[config.mk]
export PLATFORM = sky130hd
export DESIGN_NAME = canmu_n
export DESIGN_NICKNAME = d
export VERILOG_FILES = /design/src/rtl/fp32_pkg.sv /design/src/rtl/fp32_mul.sv /design/src/rtl/canmu_n.sv
export SDC_FILE = /design/constraint.sdc
export NUM_CORES = 2
export LEC_CHECK = 0
export BUFFER_PORTS_ARGS = -buffer_cell sky130_fd_sc_hd__buf_2
export CORE_MARGIN = 3
export CORE_UTILIZATION = 30
export DETAILED_ROUTE_END_ITERATION = 8
export PLACE_DENSITY = 0.56
export SLEW_MARGIN = 25
export SYNTH_ARGS = -nofsm -noshare
export SYNTH_HDL_FRONTEND = slang
export SYNTH_HIERARCHICAL = 1
export SYNTH_SLANG_ARGS = --single-unit
[constraint.sdc]
create_clock -name clk -period 12.75 [get_ports clk]
set_input_delay 2.55 -clock clk [delete_from_list [all_inputs] [get_ports clk]]
set_output_delay 2.55 -clock clk [all_outputs]
set_load 0.1 [all_outputs]
[src/rtl/fp32_pkg.sv]
// Shared float32 constants, field layout and the power-unit state encoding.
package fp32_pkg;

    localparam logic [31:0] FP_ONE  = 32'h3F80_0000;
    localparam logic [31:0] FP_QNAN = 32'h7FC0_0000;
    localparam logic [31:0] FP_PINF = 32'h7F80_0000;
    localparam int          BIAS    = 127;

    localparam int SIGN_W = 1;
    localparam int EXP_W  = 8;
    localparam int FRAC_W = 23;

    typedef struct packed {
        logic [SIGN_W-1:0] sign;
        logic [EXP_W-1:0]  exp;
        logic [FRAC_W-1:0] frac;
    } fp32_t;

    typedef enum logic [2:0] {
        S_IDLE,
        S_PREP,
        S_MUL_ACC,
        S_MUL_SQR,
        S_FIN
    } canmu_state_t;

endpackage

[src/rtl/fp32_mul.sv]
// Float32 multiplier, RNE rounding, subnormals flushed to signed zero.
// Latency: combinational.
// Backpressure: none, pure function of a and b.
module fp32_mul
    import fp32_pkg::*;
(
    input  logic [31:0] a,
    input  logic [31:0] b,
    output logic [31:0] p,
    output logic        ovf
);

    fp32_t fa, fb;
    assign fa = a;
    assign fb = b;

    logic              sgn, a_nan, b_nan, a_inf, b_inf, a_zero, b_zero;
    logic [47:0]       prod;
    logic [23:0]       m;
    logic [24:0]       mr;
    logic              g, st, rnd;
    logic signed [9:0] ex;

    always_comb begin
        sgn    = fa.sign ^ fb.sign;
        a_nan  = (&fa.exp) & (|fa.frac);
        b_nan  = (&fb.exp) & (|fb.frac);
        a_inf  = (&fa.exp) & ~(|fa.frac);
        b_inf  = (&fb.exp) & ~(|fb.frac);
        a_zero = (fa.exp == '0);
        b_zero = (fb.exp == '0);
        prod   = {24'd0, 1'b1, fa.frac} * {24'd0, 1'b1, fb.frac};
        ex     = $signed({2'b00, fa.exp}) + $signed({2'b00, fb.exp}) - 10'sd127;
        m      = prod[46:23];
        g      = prod[22];
        st     = |prod[21:0];
        if (prod[47]) begin
            m  = prod[47:24];
            g  = prod[23];
            st = |prod[22:0];
            ex = ex + 10'sd1;
        end
        rnd = g & (st | m[0]);
        mr  = {1'b0, m} + {24'd0, rnd};
        // Rounding carry out of the mantissa renormalises to 1.0 x 2^(ex+1)
        if (mr[24]) begin
            m  = mr[24:1];
            ex = ex + 10'sd1;
        end else begin
            m  = mr[23:0];
        end

        ovf = 1'b0;
        if (a_nan || b_nan || (a_inf && b_zero) || (b_inf && a_zero)) begin
            p = FP_QNAN;
        end else if (a_inf || b_inf) begin
            p = {sgn, FP_PINF[30:0]};
        end else if (a_zero || b_zero) begin
            p = {sgn, 31'd0};
        end else if (ex >= 10'sd255) begin
            p   = {sgn, FP_PINF[30:0]};
            ovf = 1'b1;
        end else if (ex <= 10'sd0) begin
            p = {sgn, 31'd0};
        end else begin
            p = {sgn, ex[7:0], m[22:0]};
        end
    end

endmodule

[src/rtl/canmu_n.sv]
// Iterative float32 power y^n, square-and-multiply over one shared multiplier.
// Latency: 2 + popcount(e) + bitlen(e) - 1 cycles from accepted start to done; specials take 2.
// Backpressure: start is only accepted in IDLE; starts while busy are dropped.
module canmu_n
    import fp32_pkg::*;
#(
    parameter int N_BITS = 16
) (
    input  logic        clk,
    input  logic        rst,
    input  logic        start,
    input  logic [31:0] y,
    input  logic [31:0] n,
    output logic        busy,
    output logic        done,
    output logic [31:0] ketqua,
    output logic        invalid,
    output logic        overflow
);

    localparam logic [8:0] BIG_EXP = 9'(BIAS + N_BITS);

    canmu_state_t        state;
    logic [31:0]         n_q, base, acc;
    logic [N_BITS-1:0]   e;
    logic [31:0]         mul_a, mul_p;
    logic                mul_ovf;

    assign mul_a = (state == S_MUL_ACC) ? acc : base;

    fp32_mul u_mul (
        .a   (mul_a),
        .b   (base),
        .p   (mul_p),
        .ovf (mul_ovf)
    );

    // Truncating float-to-unsigned conversion of the captured exponent
    logic [EXP_W-1:0]    n_exp;
    logic [7:0]          n_shift;
    logic [N_BITS+23:0]  n_wide;
    logic [N_BITS-1:0]   n_int;
    logic                n_bad, y_nan;

    always_comb begin
        n_exp   = n_q[30:23];
        n_shift = n_exp - 8'(BIAS);
        n_wide  = {{N_BITS{1'b0}}, 1'b1, n_q[22:0]} << n_shift;
        n_int   = (n_exp < 8'(BIAS)) ? '0 : n_wide[N_BITS+22:23];
        n_bad   = (&n_exp) || ({1'b0, n_exp} >= BIG_EXP) || (n_q[31] && (n_int != '0));
        y_nan   = (&base[30:23]) && (|base[22:0]);
    end

    always_ff @(posedge clk) begin
        if (rst) begin
            state    <= S_IDLE;
            busy     <= 1'b0;
            done     <= 1'b0;
            ketqua   <= '0;
            invalid  <= 1'b0;
            overflow <= 1'b0;
            n_q      <= '0;
            base     <= '0;
            acc      <= '0;
            e        <= '0;
        end else begin
            done <= 1'b0;
            case (state)
                S_IDLE: begin
                    if (start) begin
                        base     <= y;
                        n_q      <= n;
                        busy     <= 1'b1;
                        invalid  <= 1'b0;
                        overflow <= 1'b0;
                        state    <= S_PREP;
                    end
                end
                S_PREP: begin
                    acc <= FP_ONE;
                    e   <= n_int;
                    if (n_bad) begin
                        acc     <= FP_QNAN;
                        invalid <= 1'b1;
                        state   <= S_FIN;
                    end else if (n_int == '0) begin
                        state   <= S_FIN;
                    end else if (y_nan) begin
                        acc     <= FP_QNAN;
                        invalid <= 1'b1;
                        state   <= S_FIN;
                    end else if (n_int[0]) begin
                        state   <= S_MUL_ACC;
                    end else begin
                        state   <= S_MUL_SQR;
                    end
                end
                S_MUL_ACC: begin
                    acc      <= mul_p;
                    overflow <= overflow | mul_ovf;
                    state    <= (|e[N_BITS-1:1]) ? S_MUL_SQR : S_FIN;
                end
                S_MUL_SQR: begin
                    base     <= mul_p;
                    overflow <= overflow | mul_ovf;
                    e        <= e >> 1;
                    // e > 1 here, so a clear next bit always means another square
                    state    <= e[1] ? S_MUL_ACC : S_MUL_SQR;
                end
                S_FIN: begin
                    ketqua <= acc;
                    done   <= 1'b1;
                    busy   <= 1'b0;
                    state  <= S_IDLE;
                end
                default: state <= S_IDLE;
            endcase
        end
    end

endmodule

# --- Word level (Yosys, flattened, before mapping) ---
# Index checks and enable logic that the tools add are counted.
totals:
  regBits: 151
  word_cells: 116
op_classes:
  addsub: 6
  mul: 1
  n_lt_le_gt_ge: 4
  eq_ne: 7
  shifts: 1
  mux: 41
  bitwise: 10
  n_reduce_logical: 36
ops:
  columns: ["op", "n"]
  rows:
  - ["31-bit 2-to-1 mux", 7]
  - ["32-bit case mux with 2 select lines", 2]
  - ["32-bit 2-to-1 mux", 3]
  - ["23-bit OR reduction", 3]
  - ["24-bit by 24-bit multiplier with 48-bit output", 1]
  - ["24-bit by 8-bit left shift with 39-bit output", 1]
  - ["16-bit case mux with 2 select lines", 1]
  - ["24-bit by 1-bit adder with 25-bit output", 1]
  - ["24-bit 2-to-1 mux", 1]
  - ["8-bit AND reduction", 3]
  - ["23-bit 2-to-1 mux", 1]
  - ["22-bit OR reduction", 1]
  - ["10-bit by 2-bit adder with 10-bit output, second input constant", 2]
  - ["10-bit 2-to-1 mux", 2]
  - ["16-bit logical NOT", 1]
  - ["8-bit logical NOT", 2]
  - ["16-bit 2-to-1 mux", 1]
  - ["16-bit nonzero test", 1]
  - ["3-bit 2-to-1 mux", 5]
  - ["15-bit OR reduction", 1]
  - ["1-bit 2-to-1 mux", 14]
  - ["3-bit case mux with 4 select lines", 1]
  - ["2-bit nonzero test", 6]
  - ["10-bit by 9-bit greater-or-equal comparator with 1-bit output, second input constant", 1]
  - ["other kinds (22)", 44]

# --- Logic depth before layout (Yosys ltp) ---
depth:
  word_depth: 16
  depth_mapped: 52
  ltp_nobuf: 44

# --- By module ---
# The synthesis kept the hierarchy.
by_module_without_submodules:
  columns: ["mod", "n_inst", "cells_each", "area_each_um2", "seq_area_each_um2"]
  rows:
  - ["fp32_mul", 1, 2754, 22778.1, 0.0]
  - ["canmu_n", 1, 1098, 8169.1, 3002.9]

# --- Worst setup path before layout ---
# Ideal clock, no wire load.
synth_timing:
  path_type: "register to register"
  startpoint: "register state[0]"
  endpoint: "register base[14]"
  setup_ns: 0.091
  arrival_ns: 11.537
  t_required_ns: 12.659
  slack_ns: 1.122
  path_stages_with_launch: 50
  path_buffers: 9
  synth_period_minus_slack_ns: 11.628
  path_cell_list: "dfxtp_1 > clkbuf_1 > nor3b_1 > clkbuf_1 > clkbuf_1 > nand2_1 > nand2_1 > clkbuf_1 > nand2_1 > fa_1 > inv_1 > fa_1 > inv_1 > fa_1 > inv_1 > fa_1 > inv_1 > fa_1 > [... 14 more ...] > clkbuf_1 > nor2_1 > a21oi_1 > ha_1 > inv_1 > a2111oi_4 > nand4_4 > a2111oi_4 > and2b_4 > nand4_4 > o41a_1 > or3b_1 > buf_6 > or2_4 > buf_6 > a2111oi_2 > nor2_1 > a311oi_1"
synth_via:
  elab_chain_len: 16
  word_cells_on_any_way: 44
synth_lines:
  columns: ["element", "line_no", "source"]
  rows:
  - ["from (decl)", "canmu_n.sv:23", "canmu_state_t state;"]
  - ["from (signal assigned)", "canmu_n.sv:101", "state <= (|e[N_BITS-1:1]) ? S_MUL_SQR : S_FIN;"]
  - ["from (signal assigned)", "canmu_n.sv:108", "state <= e[1] ? S_MUL_ACC : S_MUL_SQR;"]
  - ["3-bit by 2-bit equality test with 1-bit output (*)", "canmu_n.sv:29", "assign mul_a = (state == S_MUL_ACC) ? acc : base;"]
  - ["32-bit 2-to-1 mux (*)", "canmu_n.sv:29", null]
  - ["net mul_a[13]", "canmu_n.sv:26", "logic [31:0] mul_a, mul_p;"]
  - ["24-bit by 24-bit multiplier with 48-bit output", "fp32_mul.sv:32", "prod = {24'd0, 1'b1, fa.frac} * {24'd0, 1'b1, fb.frac};"]
  - ["23-bit OR reduction or 22-bit OR reduction (tied branches)", "fp32_mul.sv:40, fp32_mul.sv:36", null]
  - ["1-bit 2-to-1 mux", "fp32_mul.sv:37", "if (prod[47]) begin"]
  - ["1-bit OR", "fp32_mul.sv:43", "rnd = g & (st | m[0]);"]
  - ["1-bit bitwise AND", "fp32_mul.sv:43", null]
  - ["[... 2 more ...]", null, null]
  - ["10-bit by 1-bit less-or-equal comparator with 1-bit output", "fp32_mul.sv:63", "end else if (ex <= 10'sd0) begin"]
  - ["31-bit 2-to-1 mux", "fp32_mul.sv:63", null]
  - ["31-bit 2-to-1 mux", "fp32_mul.sv:60", "end else if (ex >= 10'sd255) begin"]
  - ["31-bit 2-to-1 mux", "fp32_mul.sv:58", "end else if (a_zero || b_zero) begin"]
  - ["31-bit 2-to-1 mux", "fp32_mul.sv:56", "end else if (a_inf || b_inf) begin"]
  - ["32-bit 2-to-1 mux (*)", "fp32_mul.sv:54", "if (a_nan || b_nan || (a_inf && b_zero) || (b_inf && a_zero)) begin"]
  - ["net mul_p[14]", "canmu_n.sv:26", null]
  - ["32-bit case mux with 2 select lines (*)", "canmu_n.sv:68", "case (state)"]
  - ["to (signal assigned)", "canmu_n.sv:71", "base <= y;"]
  - ["to (signal assigned)", "canmu_n.sv:104", "base <= mul_p;"]
  - ["to (decl)", "canmu_n.sv:24", "logic [31:0] n_q, base, acc;"]
# Mark *: on every way through the listed nets, which the timed path passes. The rest lies on a longest branch.
# A chain may end at the register's enable or synchronous reset.

# --- Final worst setup path ---
layout_timing:
  startpoint: "register state[0]"
  endpoint: "register acc[21]"
layout_via:
  elab_chain_len: 16
  word_cells_on_any_way: 41
layout_lines:
  columns: ["element", "line_no", "source"]
  rows:
  - ["3-bit by 2-bit equality test with 1-bit output (*)", "canmu_n.sv:29", null]
  - ["32-bit 2-to-1 mux (*)", "canmu_n.sv:29", null]
  - ["net mul_a[15]", "canmu_n.sv:26", null]
  - ["24-bit by 24-bit multiplier with 48-bit output", "fp32_mul.sv:32", null]
  - ["23-bit OR reduction or 22-bit OR reduction (tied branches)", "fp32_mul.sv:40, fp32_mul.sv:36", null]
  - ["1-bit 2-to-1 mux", "fp32_mul.sv:37", null]
  - ["1-bit OR", "fp32_mul.sv:43", null]
  - ["1-bit bitwise AND", "fp32_mul.sv:43", null]
  - ["[... 2 more ...]", null, null]
  - ["10-bit by 1-bit less-or-equal comparator with 1-bit output", "fp32_mul.sv:63", null]
  - ["31-bit 2-to-1 mux", "fp32_mul.sv:63", null]
  - ["31-bit 2-to-1 mux", "fp32_mul.sv:60", null]
  - ["31-bit 2-to-1 mux", "fp32_mul.sv:58", null]
  - ["31-bit 2-to-1 mux", "fp32_mul.sv:56", null]
  - ["32-bit 2-to-1 mux (*)", "fp32_mul.sv:54", null]
  - ["net mul_p[21]", "canmu_n.sv:26", null]
  - ["32-bit case mux with 2 select lines (*)", "canmu_n.sv:68", null]
  - ["to (signal assigned)", "canmu_n.sv:99", "acc <= mul_p;"]
  - ["to (decl)", "canmu_n.sv:24", null]
# Marks and branches as above.

==> qor.csv <==
metric,value,unit
Ports,103,
CP peak stage delay,550,ps
sequential power share,0.166,
via count,26820,
max cap viols,0,
DRC,0,
top-count cell post-synth,nand2_1,
Min-Delay Path Class,register to register,
Synth Area in Compound Gates,0.1243,
post-synth top area share,0.3124,
R2R cell count,41,
dpl cells,5173,
sequential area share after synthesis,0.09703,
net switching power,1.769,mW
cell count after synthesis,3852,
Chip Height,327.2,microns
core area,0.1020,sq mm
crit start category,register,
Tmin final,12090,ps
die width,327.2,microns
Final Skew,16.05,ps
share of layout cells above drive strength 1,0.08444,
FMAX,82.74,MHz
GP Congestion,0.9382,
CTS buffer count,17,
xor/xnor share of the synthesized area,0.02414,
Post-synth top cells,"nand2_1, inv_1, fa_1, and2_1, nor2_1",
Syn Nets,4594,
WP data arrival,12370,ps
worst reg2reg endpoint,acc[21],
largest area contributor in the netlist,fa_1,
largest family of logic cells by synthesized area,adder cells,
Comb power frac,0.667,
clk root buf,clkbuf_16,
CTS sink count,150,
Power Total,3.306,mW
final std cells w/o fill,5206,
"Primary FF master, synth",dfxtp_1,
area share of and/or/nand/nor cells after synthesis,0.2266,
crit end category,register,
RSZ-0062 raised after global routing,false,
switch share,0.5352,
final hold vios,0,
R2R Setup Slk,660,ps
leakage power,14.96,nW
Worst path most repeated cell,fa_1,
data required time of the worst path,13040,ps
fin area,0.03348,sq mm
DRT iter0 DRCs,1990,
R2R Path Start,state[0],
setup TNS,0,ps
endpoints failing setup,0,
WS Path Type,register to register,
post-DP HPWL,80690,microns
H-Tree Level Count,4,
slew margin rel.,0.3635,
clock power share,0.168,
fillers,10940,
Worst Tran Pin Value,954.8,ps
library cells used by synthesis,110,
Pint,1.536,mW
outcome,completed,
Setup crit start,state[0],
Crit-path slowest cell,nand2_1,
die area,0.1070,sq mm
initial antenna violation count,0,
CTS tree,built,
PostCTS Resize Cnt,0,
Max Slew Vio Count,0,
WL final,101700,microns
DRT antenna net count,0,
mux cell area share after synthesis,0.03154,
Rows,117,
layout net count,4566,
first-pass GRT wire length,160000,microns
Final Core Density,0.3281,
postcts setup bufs,0,
largest net degree at the start of global routing,88,
Detailed Routing Iterations Pass 1,6,
Clock Latency Late Sink,440,ps
Crit Path Max Fanout,59,
vias per cell,5.151,
Placed Area,0.03283,sq mm
total grt overflow,0,
DR WL/cell,19.54,microns
Synth Area per Inst,8.034,sq um
# hold bufs at CTS,0,
largest cells by area after synthesis,"fa_1, dfxtp_1, nand2_1, ha_1, inv_1",
Netlist Area Pre-Place,0.03095,sq mm
Synth Area in Adders,0.3901,
yosys warns,6,
Tcrit/Tclk final,0.9479,
Pwr Density,98.73,mW/mm^2
CTS Buffer Depth,2,
Initial Utilization,0.3033,
number of global-route vias before repair,27170,
IO Port Bufs,102,
register clock-pin slew on the reported worst setup and hold paths,70,ps
Setup crit end,acc[21],
"EDFF count, synth",0,
area delta synth->final,8.191,%
GRT Total Usage,0.1890,
"FFs w/ async S/R, synth",0,
#FFs+latches synth,150,
peak supply drop,0.0001306,V
## flip-flops by register name (all words and copies together), names as in the netlist
name,cells
invalid,1
state,3
n_q,32
done,1
ketqua,32
overflow,1
base,32
e,15
busy,1
acc,32
## power by group through the flow
stage	clock [mW]	sequential, mW	combinational [mW]
4_1_cts	0.561	0.547	2.18
3_3_place_gp	0	0.558	2.16
6_report	0.555	0.547	2.20
3_5_place_dp	0	0.557	2.17
5_1_grt	0.582	0.553	2.40
2_1_floorplan	0	0.551	1.46
## worst min path at each step
stage               start          to  slack, ps  depth (start not counted)
3_5_place_dp   ketqua[15]  ketqua[15]        450                          2
2_1_floorplan     n_q[31]     n_q[31]        440                          2
6_report       ketqua[12]  ketqua[12]        460                          2
4_1_cts         ketqua[3]   ketqua[3]        460                          2
3_3_place_gp   ketqua[16]  ketqua[16]        450                          2
5_1_grt         ketqua[5]   ketqua[5]        480                          2
## routing by layer
metal	wire, microns	up-vias	global-route usage
met5	0	-	0
met4	3118	0	0.05689
met3	5715	136	0.02215
met2	48130	928	0.3126
met1	44740	13430	0.2589
li1	-	12330	-
## through the flow
step                worst slack, ps  hold WS [ps]
floorplan                      1122         436.1
global placement              560.8         445.2
detailed placement            487.2         445.2
CTS                           472.6         458.4
global route                  21.37         480.6
finish                        664.2         457.7
## cell usage in the layout, fill, tap and decap left out, types with 12 or more instances in the layout
cell       Yosys  final
inv_1        616    616
nor2b_1       12     12
a211oi_1      25     25
o21a_1        12     12
buf_4          6     79
dfxtp_1      150    148
and2_1       258    258
clkbuf_16      0     17
nand3_1       40     39
mux2_2        21     21
mux2i_1       51     51
a21oi_1      169    169
a311oi_1      33     33
and3_1        18     16
fa_1         483    483
xnor2_1       49     49
a22oi_1       34     34
nor2_1       230    229
o22ai_1       16     16
nand2b_1      13     13
nand4_1       36     36
and4_1        12     12
xor2_1        27     27
buf_2         23    101
o21ai_0       85     85
nor3_1        42     41
ha_1         192    192
o21ai_1       12     12
nor4_1        39     39
o211ai_1      18     18
nand2_1      678    674
a31oi_1       25     25
## cell families (layout without fill, tap and decap cells)
logic type	after synthesis	after routing
simple gates	1452	1452
buf+inv	847	832
fa+ha+maj	675	675
compound gates	564	564
flops	150	150
mux	83	83
xor+xnor	81	81
other cells	0	1
## worst max-delay path, delay by kind of cell (launching register included)
family	cells	cell delay (ps)
buf+inv	9	1570
flops	1	390
simple gates	17	4220
compound gates	6	1570
fa+ha+maj	9	4130
## final cells by class
class | count | area (sq um) | area share
Multi-Input combinational cell | 2855 | 24690 | 0.7374
Sequential cell | 150 | 3005 | 0.08976
Inverter | 619 | 2323 | 0.06939
Tap cell | 1368 | 1712 | 0.05112
Timing Repair Buffer | 181 | 1119 | 0.03341
Clock buffer | 17 | 425.4 | 0.01271
Clock inverter | 15 | 206.4 | 0.006166
Antenna cell | 1 | 2.502 | 0.00007474
Note: power is estimated with default switching activity, not from simulation.
